<file path="src/rtl/shift_normalizer.sv">
// shift_normalizer: iterative leading-bit normalizer.
// Finds the left shift that sets the MSB (logical mode) or makes the top two
// bits differ (arithmetic mode), one binary-search stage per clock.
//
// Handshakes: a transfer happens on a rising clk edge where valid && ready are
// both high. The producer holds its payload while valid is high and ready is
// low. in_ready decodes state only, so it never depends combinationally on
// in_valid or out_ready. result/shift/zero hold from out_valid rising until the
// output transfer, and keep their value afterwards until the next result.
module shift_normalizer #(
   parameter int WIDTH       = 8,
   parameter int SHIFT_WIDTH = $clog2(WIDTH)
) (
   input  logic                   clk,
   input  logic                   rst_n,
   input  logic                   in_valid,
   output logic                   in_ready,
   input  logic [WIDTH-1:0]       src,
   input  logic                   norm_arith,
   output logic                   out_valid,
   input  logic                   out_ready,
   output logic [WIDTH-1:0]       result,
   output logic [SHIFT_WIDTH-1:0] shift,
   output logic                   zero,
   output logic [1:0]             state_dbg
);

   typedef enum logic [1:0] {
      IDLE = 2'd0,
      BUSY = 2'd1,
      DONE = 2'd2
   } state_t;

   state_t                 state;
   logic [WIDTH-1:0]       work;
   logic                   mode;
   logic [SHIFT_WIDTH-1:0] count;
   logic [SHIFT_WIDTH-1:0] k;

   logic                   src_zero;
   logic [SHIFT_WIDTH-1:0] stage_pass;
   logic [WIDTH-1:0]       stage_work [SHIFT_WIDTH];
   logic [WIDTH-1:0]       next_work;
   logic [SHIFT_WIDTH-1:0] next_count;

   assign in_ready  = (state == IDLE) && rst_n;
   assign out_valid = (state == DONE);
   assign state_dbg = state;

   // An operand with no significant bits skips the search entirely.
   assign src_zero = norm_arith ? ((src == '0) || (src == '1)) : (src == '0);

   // One test/shift pair per stage; stage g checks whether a 2^g shift is safe.
   for (genvar g = 0; g < SHIFT_WIDTH; g++) begin : g_stage
      localparam int SPAN = 1 << g;
      logic [SPAN-1:0] top_l;
      logic [SPAN:0]   top_a;
      assign top_l         = work[WIDTH-1 -: SPAN];
      assign top_a         = work[WIDTH-1 -: SPAN+1];
      assign stage_pass[g] = mode ? ((top_a == '0) || (top_a == '1)) : (top_l == '0);
      assign stage_work[g] = {work[WIDTH-1-SPAN:0], {SPAN{1'b0}}};
   end

   // Apply the current stage k to the work register and the shift count.
   always_comb begin
      next_work  = work;
      next_count = count;
      if (stage_pass[k]) begin
         next_work     = stage_work[k];
         next_count[k] = 1'b1;
      end
   end

   // Control FSM with registered datapath and outputs.
   always_ff @(posedge clk) begin
      if (!rst_n) begin
         state  <= IDLE;
         work   <= '0;
         mode   <= 1'b0;
         count  <= '0;
         k      <= '0;
         result <= '0;
         shift  <= '0;
         zero   <= 1'b0;
      end else begin
         case (state)
            IDLE: begin
               if (in_valid) begin
                  if (src_zero) begin
                     result <= src;
                     shift  <= '0;
                     zero   <= 1'b1;
                     state  <= DONE;
                  end else begin
                     work  <= src;
                     mode  <= norm_arith;
                     count <= '0;
                     k     <= SHIFT_WIDTH'(SHIFT_WIDTH - 1);
                     state <= BUSY;
                  end
               end
            end
            BUSY: begin
               work  <= next_work;
               count <= next_count;
               k     <= k - 1'b1;
               if (k == '0) begin
                  result <= next_work;
                  shift  <= next_count;
                  zero   <= 1'b0;
                  state  <= DONE;
               end
            end
            DONE: begin
               if (out_ready) begin
                  state <= IDLE;
               end
            end
            default: state <= IDLE;
         endcase
      end
   end

endmodule

</file>
<file path="config.mk">
export PLATFORM = sky130hd
export DESIGN_NAME = shift_normalizer
export DESIGN_NICKNAME = d
export VERILOG_FILES = /design/src/rtl/shift_normalizer.sv
export SDC_FILE = /design/constraint.sdc
export NUM_CORES = 1
export LEC_CHECK = 0
export ABC_CLOCK_PERIOD_IN_PS = 2800
export BUFFER_PORTS_ARGS = -buffer_cell sky130_fd_sc_hd__clkbuf_2
export CORE_UTILIZATION = 30
export CTS_CLUSTER_DIAMETER = 60
export DETAILED_ROUTE_END_ITERATION = 8
export GPL_TIMING_DRIVEN = 0
export REMOVE_ABC_BUFFERS = 1
export SKIP_CTS_REPAIR_TIMING = 1
export SYNTH_ARGS = -nofsm -noshare
export SYNTH_HDL_FRONTEND = slang
export SYNTH_SLANG_ARGS = --single-unit
</file>
<file path="constraint.sdc">
create_clock -name clk -period 2.8 [get_ports clk]
set_clock_uncertainty 0.2 [all_clocks]
set_input_delay 0.56 -clock clk [delete_from_list [all_inputs] [get_ports clk]]
set_output_delay 0.56 -clock clk [all_outputs]
set_load 0.05 [all_outputs]
</file>
==> results of run 1 <==
## metal layers
layer / share of wire / wire length, um / track usage / up-vias
li1: - / - / - / 786
met1: 0.46 / 1950 / 0.221 / 730
met2: 0.45 / 1880 / 0.237 / 59
met3: 0.067 / 282 / 0.0388 / 11
met4: 0.024 / 101 / 0.0839 / 0
met5: 0 / 0 / 0 / -
## registers in the layout, summed over array words and instances (netlist names)
signal     cells
result         8
work           8
count          3
k              3
shift          3
state_dbg      2
mode           1
zero           1
## synthesized netlist by cell type, drive strengths merged
library cell  number
dfxtp             29
nand2             23
o21ai             22
nor2              16
nand3             15
mux2i             13
a21oi             12
a31oi              7
inv                6
clkbuf             5
ha                 5
o22ai              5
buf                4
nor2b              4
a22o               3
and2               3
mux2               3
nor3               3
and3               2
nand4              2
o211ai             2
o21a               2
or3                2
or4                2
a211o              1
a221oi             1
a41o               1
clkinv             1
nand3b             1
nor4b              1
o311ai             1
o31ai              1
o32ai              1
o41ai              1
xnor2              1
## kinds of logic after synthesis
family	share of synthesized area
AOI/OAI and AO/OA	0.226
xor gates and xnor gates	0.00547
adders and majority gates	0.0390
buffers and inverters	0.0437
DFF	0.362
muxes	0.102
and+or+nand+nor	0.221
## where the power goes
part | total, mW | leakage, nW | internal (mW) | switching, mW
clock network | 0.335 | 0.0395 | 0.176 | 0.158
registers | 0.509 | 0.237 | 0.454 | 0.0543
logic | 0.376 | 0.468 | 0.123 | 0.253
## worst max-delay path, cell delays in order
cell and delay, ns:
clkbuf_2 0.38, clkinv_1 0.42, nor3_1 0.23, clkbuf_2 0.31
## final timing paths
kind,endpoint,slack [ns],cells past startpoint
max,in_ready,0.14,4
min,shift[2],0.26,2
max reg2reg,count[1],0.23,8
min reg2reg,shift[2],0.26,2
## stage by stage
stage | hold WS [ns] | std cells | cell area (um^2) | worst slack [ns] | power (mW)
5_1_grt | 0.287 | 298 | 1870 | 0.0162 | 1.29
4_1_cts | 0.262 | 298 | 1870 | 0.122 | 1.22
6_report | 0.256 | 298 | 1870 | 0.137 | 1.22
3_5_place_dp | 0.253 | 290 | 1790 | 0.122 | 0.889
2_1_floorplan | 0.243 | 192 | 1560 | 0.231 | 0.785
3_3_place_gp | 0.250 | 290 | 1790 | 0.117 | 0.887
## cell type report
cell class / count / area, um^2 / area share
Clock buffer: 8 / 80.1 / 0.0429
Inverter: 7 / 26.3 / 0.0141
Multi-Input combinational cell: 156 / 952 / 0.510
Sequential cell: 29 / 581 / 0.311
Tap cell: 70 / 87.6 / 0.0469
Timing Repair Buffer: 28 / 140 / 0.0751
==> summary.md, run 1 <==
| Metric | Value |
|---|---|
| Die height | 75.1 um |
| VDD IR max | 0.329 mV |
| Critical path arrival | about 1.9 ns |
| Most frequent cells in the layout | dfxtp_1 (29), clkbuf_2 (28), nand2_1 (23) |
| Syn avg cell area | 7.97 um^2 |
| Horiz. Die Dim | 75.1 um |
| Post-route minimum period | 2.66 ns |
| Cells taking the most area after synthesis | dfxtp_1 (36%), mux2i_1 (8.1%), nand2_1 (5.4%), nand3_1 (4.7%), o21ai_0 (4.1%) |
| Synthesis-to-finish area growth | 16.5% |
| Post-DRT Antenna Nets | 0 |
| Total die area | 5640 um^2 |
| # clock sinks | 29 |
| Largest net degree at the start of global routing | 24 |
| Area leader, netlist | dfxtp_1 |
| Clk slew on worst S/H paths | 0.06 ns |
| Yosys reg bits | 29 |
| RSZ-0062 raised after global routing | no |
| ANT cells | 0 |
| Mapped Area | 1600 um^2 |
| HPWL after detailed placement | slightly above 3000 um |
| Avg WL per Cell | roughly 14 um |
| Final TNS setup | 0 ns |
| DR vias | 1586 |
| Slew @ Worst Pin | a little under 1 ns |
| Sequential element share of the synthesized area | 0.362 |
| Layout Nets | 245 |
| CTS tree | done |
| Cells after synthesis | between 200 and 250 |
| Pwr/cell area | 653 nW/um^2 |
| Antenna violations before repair | 0 |
| Hold path start | shift[2] |
| Pre-antenna DRT Iters | 4 |
| I/O pin cnt | 29 |
| Number of CTS-inserted buffers | 5 |
| Initial core utilization | 0.312 |
| Max_cap viols | 0 |
| Ys Warns | 0 |
| Area share of the largest cell type after synthesis | 0.362 |
| Via/cell ratio | 5.32 |
| CP Capture Type | output port |
| Max Freq | 376 MHz |
| Layout Utilization | 0.363 |
| First-pass GRT wire length | 6710 um |
| Pleak | 0.745 nW |
| Root buffer cell | clkbuf_8 |
| Layout cells sized above 1 | 0.154 |
| Filler cells | 571 |
| RR Startpoint | work[6] |
| Startpoint Class | primary input |
| Remaining DRCs | 0 |
| All-Layer GR Usage | 0.162 |
| Total global routing overflow | 0 |
| Worst Hold Class | reg -> reg |
| CP Data Required Time | 2.04 ns |
| Clock latency on the worst-skew pair | 0.28 ns |
| Worst setup path startpoint | rst_n |
| Status | finished, final reports clean |
| Final hold violation count | 0 |
| Relative slew slack | 0.346 |
| Commonest non-fill, non-tap cell in the layout | dfxtp_1 |
| Total Routed Length | 4220 um |
| H-tree depth | 2 |
| Row cnt | 26 |
| Setup-failing EPs final | 0 |
| CTS Buffer Depth | 2 |
| CP Max Fanout | 23 |
| DRT iter0 DRCs | 104 |
| Period utilization | 0.951 |
| Critical path class | in -> out |
| Port Buffer Count | 28 |
| RePlAce Congestion | 0.788 |
| Unique masters post-synth | 39 |
| Vias in the first global route | 1382 |
| Slew Limit Fails | 0 |
| Core area | 5140 um^2 |
Note: power is estimated with default switching activity, not from simulation.
==> run 2, diff against run 1 <==
Settings changed: MAX_ROUTING_LAYER set to met4.
==> run 2 against run 1 <==
Against the previous run:
- non-clock buffer count stayed put
- routed wire length is 0.85% lower
- largest cell class unchanged
- maximum frequency is 0.42% lower
==> summary.md, run 2 (same netlist as run 1, synthesis figures left out) <==
| Metric | Value |
|---|---|
| Status | finished, final reports clean |
| Reg2reg end | count[1] |
| CP dominant cell by count | clkbuf_2 |
| Relative slew slack | 0.335 (-0.0111) |
| DR vias | 1577 (-0.57%) |
| RR Startpoint | work[6] |
| Critical path class | in -> out |
| Pwr/cell area | 652 nW/um^2 (about the same) |
| Critical path arrival | 1.91 ns (about the same) |
| Slew @ Worst Pin | 0.995 ns (+0.0167 ns) |
| # clock sinks | 29 (unchanged) |
| Post-route minimum period | 2.67 ns (+0.0113 ns) |
| Antenna violations before repair | 0 (unchanged) |
| Via/cell ratio | 5.29 (-0.57%) |
| Multi-input logic area | 952 um^2 (unchanged) |
| Commonest non-fill, non-tap cell in the layout | dfxtp_1 |
| Buffers & Inverters on Critical Path | 3 (unchanged) |
| Clk slew on worst S/H paths | 0.06 ns (about the same) |
| Biggest regs | result x8, work x8 |
| RSZ-0062 raised after global routing | no |
| Pleak | 0.745 nW (unchanged) |
| CP Capture Type | output port |
| Max Freq | 374 MHz (-0.42%) |
| Remaining DRCs | 0 (unchanged) |
| Register area | 581 um^2 (unchanged) |
| Crit-path slowest cell | clkinv_1 |
| R2R Setup Slk | 0.24 ns (about the same) |
| Port Buffer Count | 28 (unchanged) |
| First-pass GRT wire length | 6700 um (-0.10%) |
| Avg WL per Cell | 14.0 um (-0.85%) |
| Number of CTS-inserted buffers | 5 (unchanged) |
| Hold path start | shift[2] |
| Setup-failing EPs final | 0 (unchanged) |
| Horiz. Die Dim | 75.1 um (unchanged) |
| Layout Nets | 245 (unchanged) |
| Pre-antenna DRT Iters | 4 (unchanged) |
| Vias in the first global route | 1385 (+0.22%) |
| CTS Buffer Depth | 2 (unchanged) |
| CP Max Fanout | 23 (unchanged) |
| WHS Endpoint | shift[2] |
| Slew Limit Fails | 0 (unchanged) |
| CTS tree | done |
| Final TNS setup | 0 ns (unchanged) |
| All-Layer GR Usage | 0.167 (+0.00478) |
| Total global routing overflow | 0 (unchanged) |
| R2r worst-path depth | 8 (unchanged) |
| CP Data Required Time | 2.04 ns (about the same) |
| Final hold violation count | 0 (unchanged) |
| Layout cells sized above 1 | 0.154 (unchanged) |
| Startpoint Class | primary input |
| Filler cells | 571 (unchanged) |
| H-tree depth | 2 (unchanged) |
| Total Routed Length | 4180 um (-0.85%) |
| Die height | 75.1 um (unchanged) |
| DRT iter0 DRCs | 112 (+7.7%) |
| Total die area | 5640 um^2 (unchanged) |
| Root buffer cell | clkbuf_8 |
| Initial core utilization | 0.312 (unchanged) |
| VDD IR max | 0.330 mV (about the same) |
| ANT cells | 0 (unchanged) |
| Post-DRT Antenna Nets | 0 (unchanged) |
| Most frequent cells in the layout | dfxtp_1 (29), clkbuf_2 (28), nand2_1 (23) |
| RePlAce Congestion | 0.799 (+1.4%) |
| CP delay by family, top | buffers and inverters |
| Largest net degree at the start of global routing | 24 (unchanged) |
| Synthesis-to-finish area growth | 16.5% (unchanged) |
| HPWL after detailed placement | 3020 um (unchanged) |
| Worst Hold Class | reg -> reg |
| Period utilization | 0.955 (+0.00403) |
| Power, Total | 1.22 mW (about the same) |
| I/O pin cnt | 29 (unchanged) |
| Max_cap viols | 0 (unchanged) |
| Core area | 5140 um^2 (unchanged) |
| Clock latency on the worst-skew pair | 0.28 ns (about the same) |
| Worst hold stages | 2 (unchanged) |
| Cell breakdown of the critical path | clkbuf_2 > clkinv_1 > nor3_1 > clkbuf_2 |
| Row cnt | 26 (unchanged) |
| CP max stage delay | 0.42 ns (about the same) |
==> run 2: worst reg2reg max path, stage by stage, from the launching register on <==
cell and delay [ns]:
dfxtp_1 0.44, inv_1 0.10, ha_1 0.22, and2_1 0.15, o311ai_1 0.33, a41o_1 0.25
and2_1 0.38, nor2_1 0.14, a22o_1 0.25
==> run 2: where the power goes <==
group | leakage [nW] | switching (mW) | internal [mW] | total [mW]
clock network | 0.0395 | 0.158 | 0.176 | 0.334
logic | 0.468 | 0.253 | 0.123 | 0.375
registers | 0.237 | 0.0540 | 0.454 | 0.508
==> run 2: worst max-delay path by stage <==
stage | cells after the start | endpoint | slack [ns] | start
3_3_place_gp | 4 | in_ready | 0.12 | rst_n
3_5_place_dp | 4 | in_ready | 0.12 | rst_n
2_1_floorplan | 2 | in_ready | 0.23 | rst_n
5_1_grt | 4 | in_ready | 0.02 | rst_n
6_report | 4 | in_ready | 0.13 | rst_n
4_1_cts | 4 | in_ready | 0.12 | rst_n
==> run 2: final cells by class <==
class | instances | share of cell area
Clock buffer | 8 | 0.0429
Inverter | 7 | 0.0141
Multi-Input combinational cell | 156 | 0.510
Sequential cell | 29 | 0.311
Tap cell | 70 | 0.0469
Timing Repair Buffer | 28 | 0.0751
==> run 2: routing by layer <==
layer | share of wire | vias to the layer above | wire [um] | track usage
met5 | 0 | - | 0 | -
met4 | 0.024 | 0 | 102 | 0.0839
met3 | 0.042 | 11 | 176 | 0.0375
met2 | 0.44 | 43 | 1850 | 0.237
met1 | 0.49 | 737 | 2050 | 0.221
li1 | - | 786 | - | -
==> run 2: stage by stage <==
stage                     instances   util  area (um^2)  hold slack [ns]  setup slack, ns
after floorplan                 192      -         1560            0.243            0.231
after global placement          290  0.348         1790            0.250            0.117
after detailed placement        290  0.348         1790            0.253            0.122
after CTS                       298  0.363         1870            0.262            0.122
after global routing            298  0.363         1870            0.287           0.0162
final                           298  0.363         1870            0.256            0.126
